$ cat src/rtl/if_fetch_if.sv
// if_fetch_if: fetch-unit bus bundle; memory port, decode port and redirect input
interface if_fetch_if;
  logic [31:0] if_a;
  logic        if_ok;
  logic [31:0] if_n;
  logic        id_valid;
  logic [31:0] id_inst;
  logic [31:0] id_pc;
  logic        id_ready;
  logic        br_e;
  logic [31:0] br_a;
  modport master (output if_a, id_valid, id_inst, id_pc, input if_ok, if_n, id_ready, br_e, br_a);
  modport slave  (input if_a, id_valid, id_inst, id_pc, output if_ok, if_n, id_ready, br_e, br_a);
endinterface

$ cat src/rtl/if_fetch.sv
// if_fetch: instruction fetch FSM; clk/rst plus bus (memory if_a/if_ok/if_n, decode id_*, redirect br_e/br_a)
module if_fetch (
  input logic         clk,
  input logic         rst,
  if_fetch_if.master  bus
);
  typedef enum logic [1:0] {S_REQ, S_WAIT, S_FULL, S_DISC} state_t;
  state_t      state_q, state_d;
  logic [31:0] addr_q, addr_d, inst_q, inst_d, pc_q, pc_d, tgt_q, tgt_d;
  logic        vld_q, vld_d, first_q, first_d, load;
  always_comb begin
    state_d = state_q;
    addr_d  = addr_q;
    vld_d   = vld_q & ~bus.id_ready;
    tgt_d   = tgt_q;
    first_d = 1'b0;
    load    = 1'b0;
    case (state_q)
      S_REQ: begin
        if (bus.br_e) begin
          vld_d = 1'b0;
          if (bus.br_a != addr_q) begin
            tgt_d   = bus.br_a;
            state_d = S_DISC;
            // if_ok seen in the next cycle may still belong to the abandoned address
            first_d = 1'b1;
          end
        end else state_d = S_WAIT;
      end
      S_WAIT: begin
        if (bus.br_e) begin
          vld_d = 1'b0;
          if (bus.br_a != addr_q) begin
            tgt_d   = bus.br_a;
            state_d = S_DISC;
          end
        end else if (bus.if_ok) begin
          if (!vld_q || bus.id_ready) load = 1'b1;
          else state_d = S_FULL;
        end
      end
      S_FULL: begin
        if (bus.br_e) begin
          vld_d   = 1'b0;
          addr_d  = bus.br_a;
          state_d = S_REQ;
        end else if (bus.id_ready) load = 1'b1;
      end
      default: begin
        tgt_d = bus.br_e ? bus.br_a : tgt_q;
        if (bus.if_ok && !first_q) begin
          addr_d  = tgt_d;
          state_d = S_REQ;
        end
      end
    endcase
    vld_d   = load ? 1'b1 : vld_d;
    addr_d  = load ? addr_q + 32'd4 : addr_d;
    state_d = load ? S_REQ : state_d;
    inst_d  = load ? bus.if_n : inst_q;
    pc_d    = load ? addr_q : pc_q;
  end
  always_ff @(posedge clk) begin
    if (rst) begin
      state_q <= S_REQ;
      addr_q  <= '0;
      vld_q   <= 1'b0;
      inst_q  <= '0;
      pc_q    <= '0;
      tgt_q   <= '0;
      first_q <= 1'b0;
    end else begin
      state_q <= state_d;
      addr_q  <= addr_d;
      vld_q   <= vld_d;
      inst_q  <= inst_d;
      pc_q    <= pc_d;
      tgt_q   <= tgt_d;
      first_q <= first_d;
    end
  end
  assign bus.if_a     = addr_q;
  assign bus.id_valid = vld_q;
  assign bus.id_inst  = inst_q;
  assign bus.id_pc    = pc_q;
endmodule

$ cat src/flat_wrapper.sv
// flat-port wrapper written by rule: the top's interface ports become plain ports
module if_fetch_flat 
  (clk, rst, bus_if_a, bus_id_valid, bus_id_inst, bus_id_pc, bus_if_ok, bus_if_n, bus_id_ready, bus_br_e, bus_br_a);
  if_fetch_if bus_i ();
  input logic clk;
  input logic rst;
  output wire logic [$bits(bus_i.if_a)-1:0] bus_if_a;
  output wire logic [$bits(bus_i.id_valid)-1:0] bus_id_valid;
  output wire logic [$bits(bus_i.id_inst)-1:0] bus_id_inst;
  output wire logic [$bits(bus_i.id_pc)-1:0] bus_id_pc;
  input wire logic [$bits(bus_i.if_ok)-1:0] bus_if_ok;
  input wire logic [$bits(bus_i.if_n)-1:0] bus_if_n;
  input wire logic [$bits(bus_i.id_ready)-1:0] bus_id_ready;
  input wire logic [$bits(bus_i.br_e)-1:0] bus_br_e;
  input wire logic [$bits(bus_i.br_a)-1:0] bus_br_a;
  assign bus_if_a = bus_i.if_a;
  assign bus_id_valid = bus_i.id_valid;
  assign bus_id_inst = bus_i.id_inst;
  assign bus_id_pc = bus_i.id_pc;
  assign bus_i.if_ok = bus_if_ok;
  assign bus_i.if_n = bus_if_n;
  assign bus_i.id_ready = bus_id_ready;
  assign bus_i.br_e = bus_br_e;
  assign bus_i.br_a = bus_br_a;
  if_fetch u_core (.clk(clk), .rst(rst), .bus(bus_i));
endmodule
$ cat config.mk
export PLATFORM = sky130hd
export DESIGN_NAME = if_fetch_flat
export DESIGN_NICKNAME = d
export VERILOG_FILES = /design/src/rtl/if_fetch_if.sv /design/src/rtl/if_fetch.sv /design/src/flat_wrapper.sv
export SDC_FILE = /design/constraint.sdc
export NUM_CORES = 1
export LEC_CHECK = 0
export CAP_MARGIN = 5
export CORE_MARGIN = 4
export CORE_UTILIZATION = 51
export CTS_CLUSTER_DIAMETER = 100
export DETAILED_ROUTE_END_ITERATION = 7
export PLACE_DENSITY = 0.9
export SYNTH_ARGS = -nofsm -noshare
export SYNTH_HDL_FRONTEND = slang
export SYNTH_SLANG_ARGS = --single-unit
$ cat constraint.sdc
create_clock -name clk -period 3.6 [get_ports clk]
set_input_delay 0.72 -clock clk [delete_from_list [all_inputs] [get_ports clk]]
set_output_delay 0.72 -clock clk [all_outputs]
set_load 0.01 [all_outputs]
# Word level (Yosys, flattened, before mapping)

Cells that the tools add are included.

Add/sub/neg operators: 1
Multiply operators: 0
Divide/modulo/power cells: 0
Order comparisons: 0
Equal/unequal tests: 10
Shift operators: 0
Muxes and demuxes: 26
Bitwise logic cells: 5
Reduce and logical (&&, ||, !) cells: 14

Operators by type and width:

| cell                                                                   | count |
|---|---|
| 32-bit 2-to-1 mux                                                      | 6 |
| 32-bit case mux with 2 select lines                                    | 2 |
| 32-bit by 3-bit adder with 32-bit output (second input constant)       | 1 |
| 32-bit != test                                                         | 1 |
| 2-bit 2-to-1 mux                                                       | 7 |
| 1-bit 2-to-1 mux                                                       | 9 |
| 2-bit by 1-bit != test with 1-bit output (second input constant)       | 3 |
| 3-bit != test (second input constant)                                  | 2 |
| 2-bit case mux with 3 select lines                                     | 1 |
| 3-bit AND reduction                                                    | 2 |
| 3-bit OR reduction                                                     | 2 |
| 1-bit inverter                                                         | 4 |
| 4-bit AND reduction                                                    | 1 |
| 4-bit nonzero test                                                     | 1 |
| 2-bit OR reduction                                                     | 2 |
| 3-bit by 2-bit != test with 1-bit output (second input constant)       | 1 |
| 3-bit nonzero test                                                     | 1 |
| 2-bit by 1-bit equality test with 1-bit output (second input constant) | 1 |
| 2-bit equality test (second input constant)                            | 1 |
| 1-bit logical NOT                                                      | 2 |
| 2-bit logical NOT                                                      | 1 |
| 2-bit != test (second input constant)                                  | 1 |
| 1-bit case mux with 2 select lines                                     | 1 |
| 1-bit AND                                                              | 1 |
| 2 further kinds                                                        | 2 |

Register bits after elaboration: 132
Latch bits: 0
Bits in writable memories: 0
ROM bits: 0
Input port bits: 69
Output and inout port bits: 97
Word-level logic and storage cells: 63
Memories: 0

# Longest topological paths before layout

Depth in word-level cells: 8
Depth in mapped cells: 12
Gate-level depth less buffers: 7

# Worst setup path after synthesis

OpenSTA, ideal clock, no wires.

Kind: flip-flop to flip-flop
Start: register u_core.state_q[1]
End: register u_core.addr_q[9], in the netlist u_core.bus.if_a[9]
Library setup time: 91 ps
Arrival: 2515 ps
Required time: 3509 ps
Path slack: 994 ps
Stages on the path, launching flop included: 11
Path buffers: 3
Clock period less this slack: 2606 ps
Cell sequence: dfxtp_1 clkbuf_1 inv_1 clkbuf_1 ha_1 buf_2 a22oi_1 or3_1 nor4_1 mux2_2 a311oi_1

Word-level cells in the longest chain between the ends: 4
Elaborated cells between the ends (all ways): 11
Those cells by class: eq/ne (4); mux (3); reduce/logical (4)

RTL lines:

| item                                                                              | RTL line       | source |
|---|---|---|
| from (decl)                                                                       | if_fetch.sv:8  | `state_t state_q, state_d;` |
| from (signal assigned)                                                            | if_fetch.sv:73 | `state_q <= state_d;` |
| 2-bit equality test (tied with other cells)                                       | if_fetch.sv:18 | `case (state_q)` |
| 1-bit case mux with 2 select lines or 2-bit OR reduction (tied branches)          | n/a            |  |
| 3-bit by 2-bit != test with 1-bit output (no source line) (tied with other cells) | n/a            |  |
| 3-bit AND reduction (no source line) or 32-bit 2-to-1 mux (tied branches)         | n/a            |  |
| to (signal assigned)                                                              | if_fetch.sv:74 | `addr_q <= addr_d;` |
| to (decl)                                                                         | if_fetch.sv:9  | `logic [31:0] addr_q, addr_d, inst_q, inst_d, pc_q, pc_d, tgt_q, tgt_d;` |

Parallel ways exist; a longest one is shown, timed or not.
A chain may end at the register's enable or synchronous reset.

# Worst setup path after layout

Start: register u_core.state_q[0]
End: register u_core.addr_q[4], in the netlist u_core.bus.if_a[4]

Same word-level chain as after synthesis.

==> key figures <==
Run
  • Max Cap Viol: 0

Worst setup path
  • Worst Path Arrival: 3.00 ns
  • CP required: 3.87 ns
  • Crit-path max cell delay: 0.48 ns
  • Startpoint types: register
  • R2R Setup Slk: 0.86 ns
  • Worst-path fanout max: 34
  • Most Frequent Cell on Critical Path: buf_4
  • Worst setup startpoint: u_core.state_q[0]
  • CP cell instances: inv_1 -> ha_1 -> a22oi_1 -> or3_2 -> buf_4 -> buf_4 -> nor2_1 -> o21ai_0 -> a21oi_1
  • Reg2reg start: u_core.state_q[0]
  • Type of the worst setup path: register to register
  • Slowest-stage cell, CP: a22oi_1
  • CP endpoint kind: register

STA
  • Setup Viol. Count Final: 0
  • Hold Vio Cnt, Final: 0
  • Slew HR: 40.23%
  • Fin Setup TNS: 0 ns
  • Final Cycle Share: 76.00%
  • Max Slew Vio Count: 0
  • Final min period: 2.736 ns
  • Clk_skew: 0.006905 ns
  • Worst-margin pin slew: 0.8965 ns
  • Unrepaired setup endpoints after global routing: no
  • Fmax: 365.5 MHz

Cells and area
  • Share of cells above drive strength 1: 6.544%
  • Ant diodes: 0
  • Nets: 1146
  • Most frequent cells in the layout: nand2_1 (271), clkdlybuf4s50_1 (164), dfxtp_1 (132)
  • Fillers: 1103
  • Most common cell after layout, fill and taps aside: nand2_1
  • Synthesis-to-layout area growth: 32.11%

Global route
  • GRT Resource Usage Total: 27.76%
  • Initial antenna violation count: 0
  • Largest net degree at the start of global routing: 97
  • Global-route wire length before repair: 36.47 mm
  • GRT overflow: 0
  • Number of global-route vias before repair: 7146

Logic synthesis
  • Cell count after synthesis: 958
  • Synth top area cells: dfxtp_1 (37%), nand2_1 (14%), a21oi_1 (6.1%)
  • Synth unique cells: 63
  • Post-synthesis sequential area ratio: 37.26%
  • Post-Synthesis Net Count: 1032
  • Async S/R FF share, synth: 0%
  • Top-area cell type share of the netlist area: 37.26%
  • Ys flop type: dfxtp_1
  • Synth area leader: dfxtp_1
  • Area of the mapped netlist: 7092 um2
  • Yosys reg bits: 132
  • Yosys warning count: 0
  • Post-Syn Area per Cell: 7.403 um2
  • Post-synth EDFFs: 0

Clock network
  • Hold-fix buffers, CTS: 0
  • Reg clk slew, reported paths: 0.06 ns
  • Resized Gates After CTS: 0
  • Clock buffer count from CTS: 17
  • Clock Path Buffers: 2
  • Postcts setup bufs: 0
  • CTS tree: done
  • Clk Latency, worst-skew pair: 0.42 ns
  • Root buffer cell: clkbuf_16
  • H-tree depth: 4
  • CTS sink count: 132

Floorplan
  • Die Footprint: 15860 um2
  • Starting Density: 52.72%
  • Top-Level Pins: 166
  • Chip width: 125.9 um
  • # rows: 42
  • Die Ht: 125.9 um
  • Core area: 13450 um2

Drt
  • Via-to-Cell Ratio: 6.235
  • DR iter-0 viols: 1079
  • DR vias: 7862
  • DRC viols: 0
  • Post-route ant nets: 0
  • Drt pass-1 iters: 5
  • Final wirelength: 23.06 mm
  • WL/cell: 18.29 um

Power and ir drop
  • PwrDens: 573.9 nW/um2
  • Post-layout power: 5.377 mW
  • Peak VDD IR: 375.9 uV
  • Pleak: 3.259 nW

Worst hold path
  • Min-delay worst type: register to register
  • HP Start: u_core.bus.id_pc[16]

Run status
  • Outcome: finished clean

Placement
  • Routability cong.: 0.9065
  • Hpwl dp: 15.23 mm
  • IO buf count: 165
## cells in the mapped netlist, types with 7 or more instances
cell      count
o21ai_0       7
inv_1         7
nand2_1     271
buf_2        24
o311ai_1     32
xnor2_1      32
a21oi_1      87
dfxtp_1     132
nand4_1      15
nor2_1       16
a31oi_1      43
mux2i_1      11
clkbuf_1     59
and3_1       39
nand3_1      51
nor3_1       36
or3_1         7
## final cells by class
cell class | instances | area (um2) | area share [%]
timing repair buffer | 185 | 1824 | 19.47
multi-input combinational | 728 | 4080 | 43.55
tap | 176 | 220.2 | 2.350
clock inverter | 15 | 146.4 | 1.562
sequential | 132 | 2643 | 28.21
clock buffer | 17 | 425.4 | 4.541
inverter | 8 | 30.03 | 0.3205
## per-layer routing
layer	vias to the layer above	share of wire (%)	routed length [um]	global-route usage, %
li1	3635	-	-	-
met1	3643	39	8994	35.60
met2	490	48	11070	45.79
met3	94	9.1	2091	6.012
met4	0	3.9	901	10.73
met5	-	0	0	0
## sequential cells by signal (all words and copies together) (netlist names)
name                 flops
u_core.bus.id_valid      1
u_core.bus.id_pc        32
u_core.bus.if_a         32
u_core.tgt_q            32
u_core.state_q           2
u_core.bus.id_inst      32
u_core.first_q           1
## cell families (layout without fill, tap and decap cells)
family | after synthesis | count (layout) | share of synthesized area (%)
compound gates | 212 | 212 | 19.55
xor+xnor | 34 | 34 | 4.199
fa+ha+maj | 5 | 5 | 0.8821
buf+inv | 98 | 225 | 5.716
flops | 132 | 132 | 37.26
mux | 12 | 12 | 1.711
simple gates | 465 | 465 | 30.68
## per-stage QoR
| step | worst slack [ns] | util, % | hold slack, ns | cells | area, um2 |
|---|---|---|---|---|---|
| 3_5_place_dp | 0.5588 | 65.39 | 0.4455 | 1229 | 8797 |
| 6_report | 0.8641 | 69.64 | 0.4512 | 1261 | 9369 |
| 2_1_floorplan | 0.9941 | - | 0.4611 | 958 | 7092 |
| 3_3_place_gp | 0.6023 | 65.39 | 0.4406 | 1229 | 8797 |
| 5_1_grt | 0.7219 | 69.64 | 0.4641 | 1261 | 9369 |
| 4_1_cts | 0.8899 | 69.64 | 0.4535 | 1261 | 9369 |
## path summary, 6_finish.rpt
kind                                to  cells after the start
setup reg to reg    u_core.bus.if_a[4]                      9
hold reg to reg   u_core.bus.id_pc[16]                      2
hold / removal    u_core.bus.id_pc[16]                      2
setup / recovery    u_core.bus.if_a[4]                      9
## critical path: cells and delay by family (launching register included)
kind | cells | cell delay, ns
adder cells (fa/ha/maj) | 1 | 0.30
AO/OA/AOI/OAI | 3 | 0.70
flip-flops | 1 | 0.42
buffers and inverters | 3 | 0.84
AND/OR/NAND/NOR | 2 | 0.32
## where the power goes
group | internal (mW) | switching, mW | total, mW
registers | 1.69 | 0.321 | 2.01
logic | 0.734 | 0.966 | 1.70
clock network | 0.965 | 0.705 | 1.67
total | 3.39 | 1.99 | 5.38
Note: power is estimated with default switching activity, not from simulation.
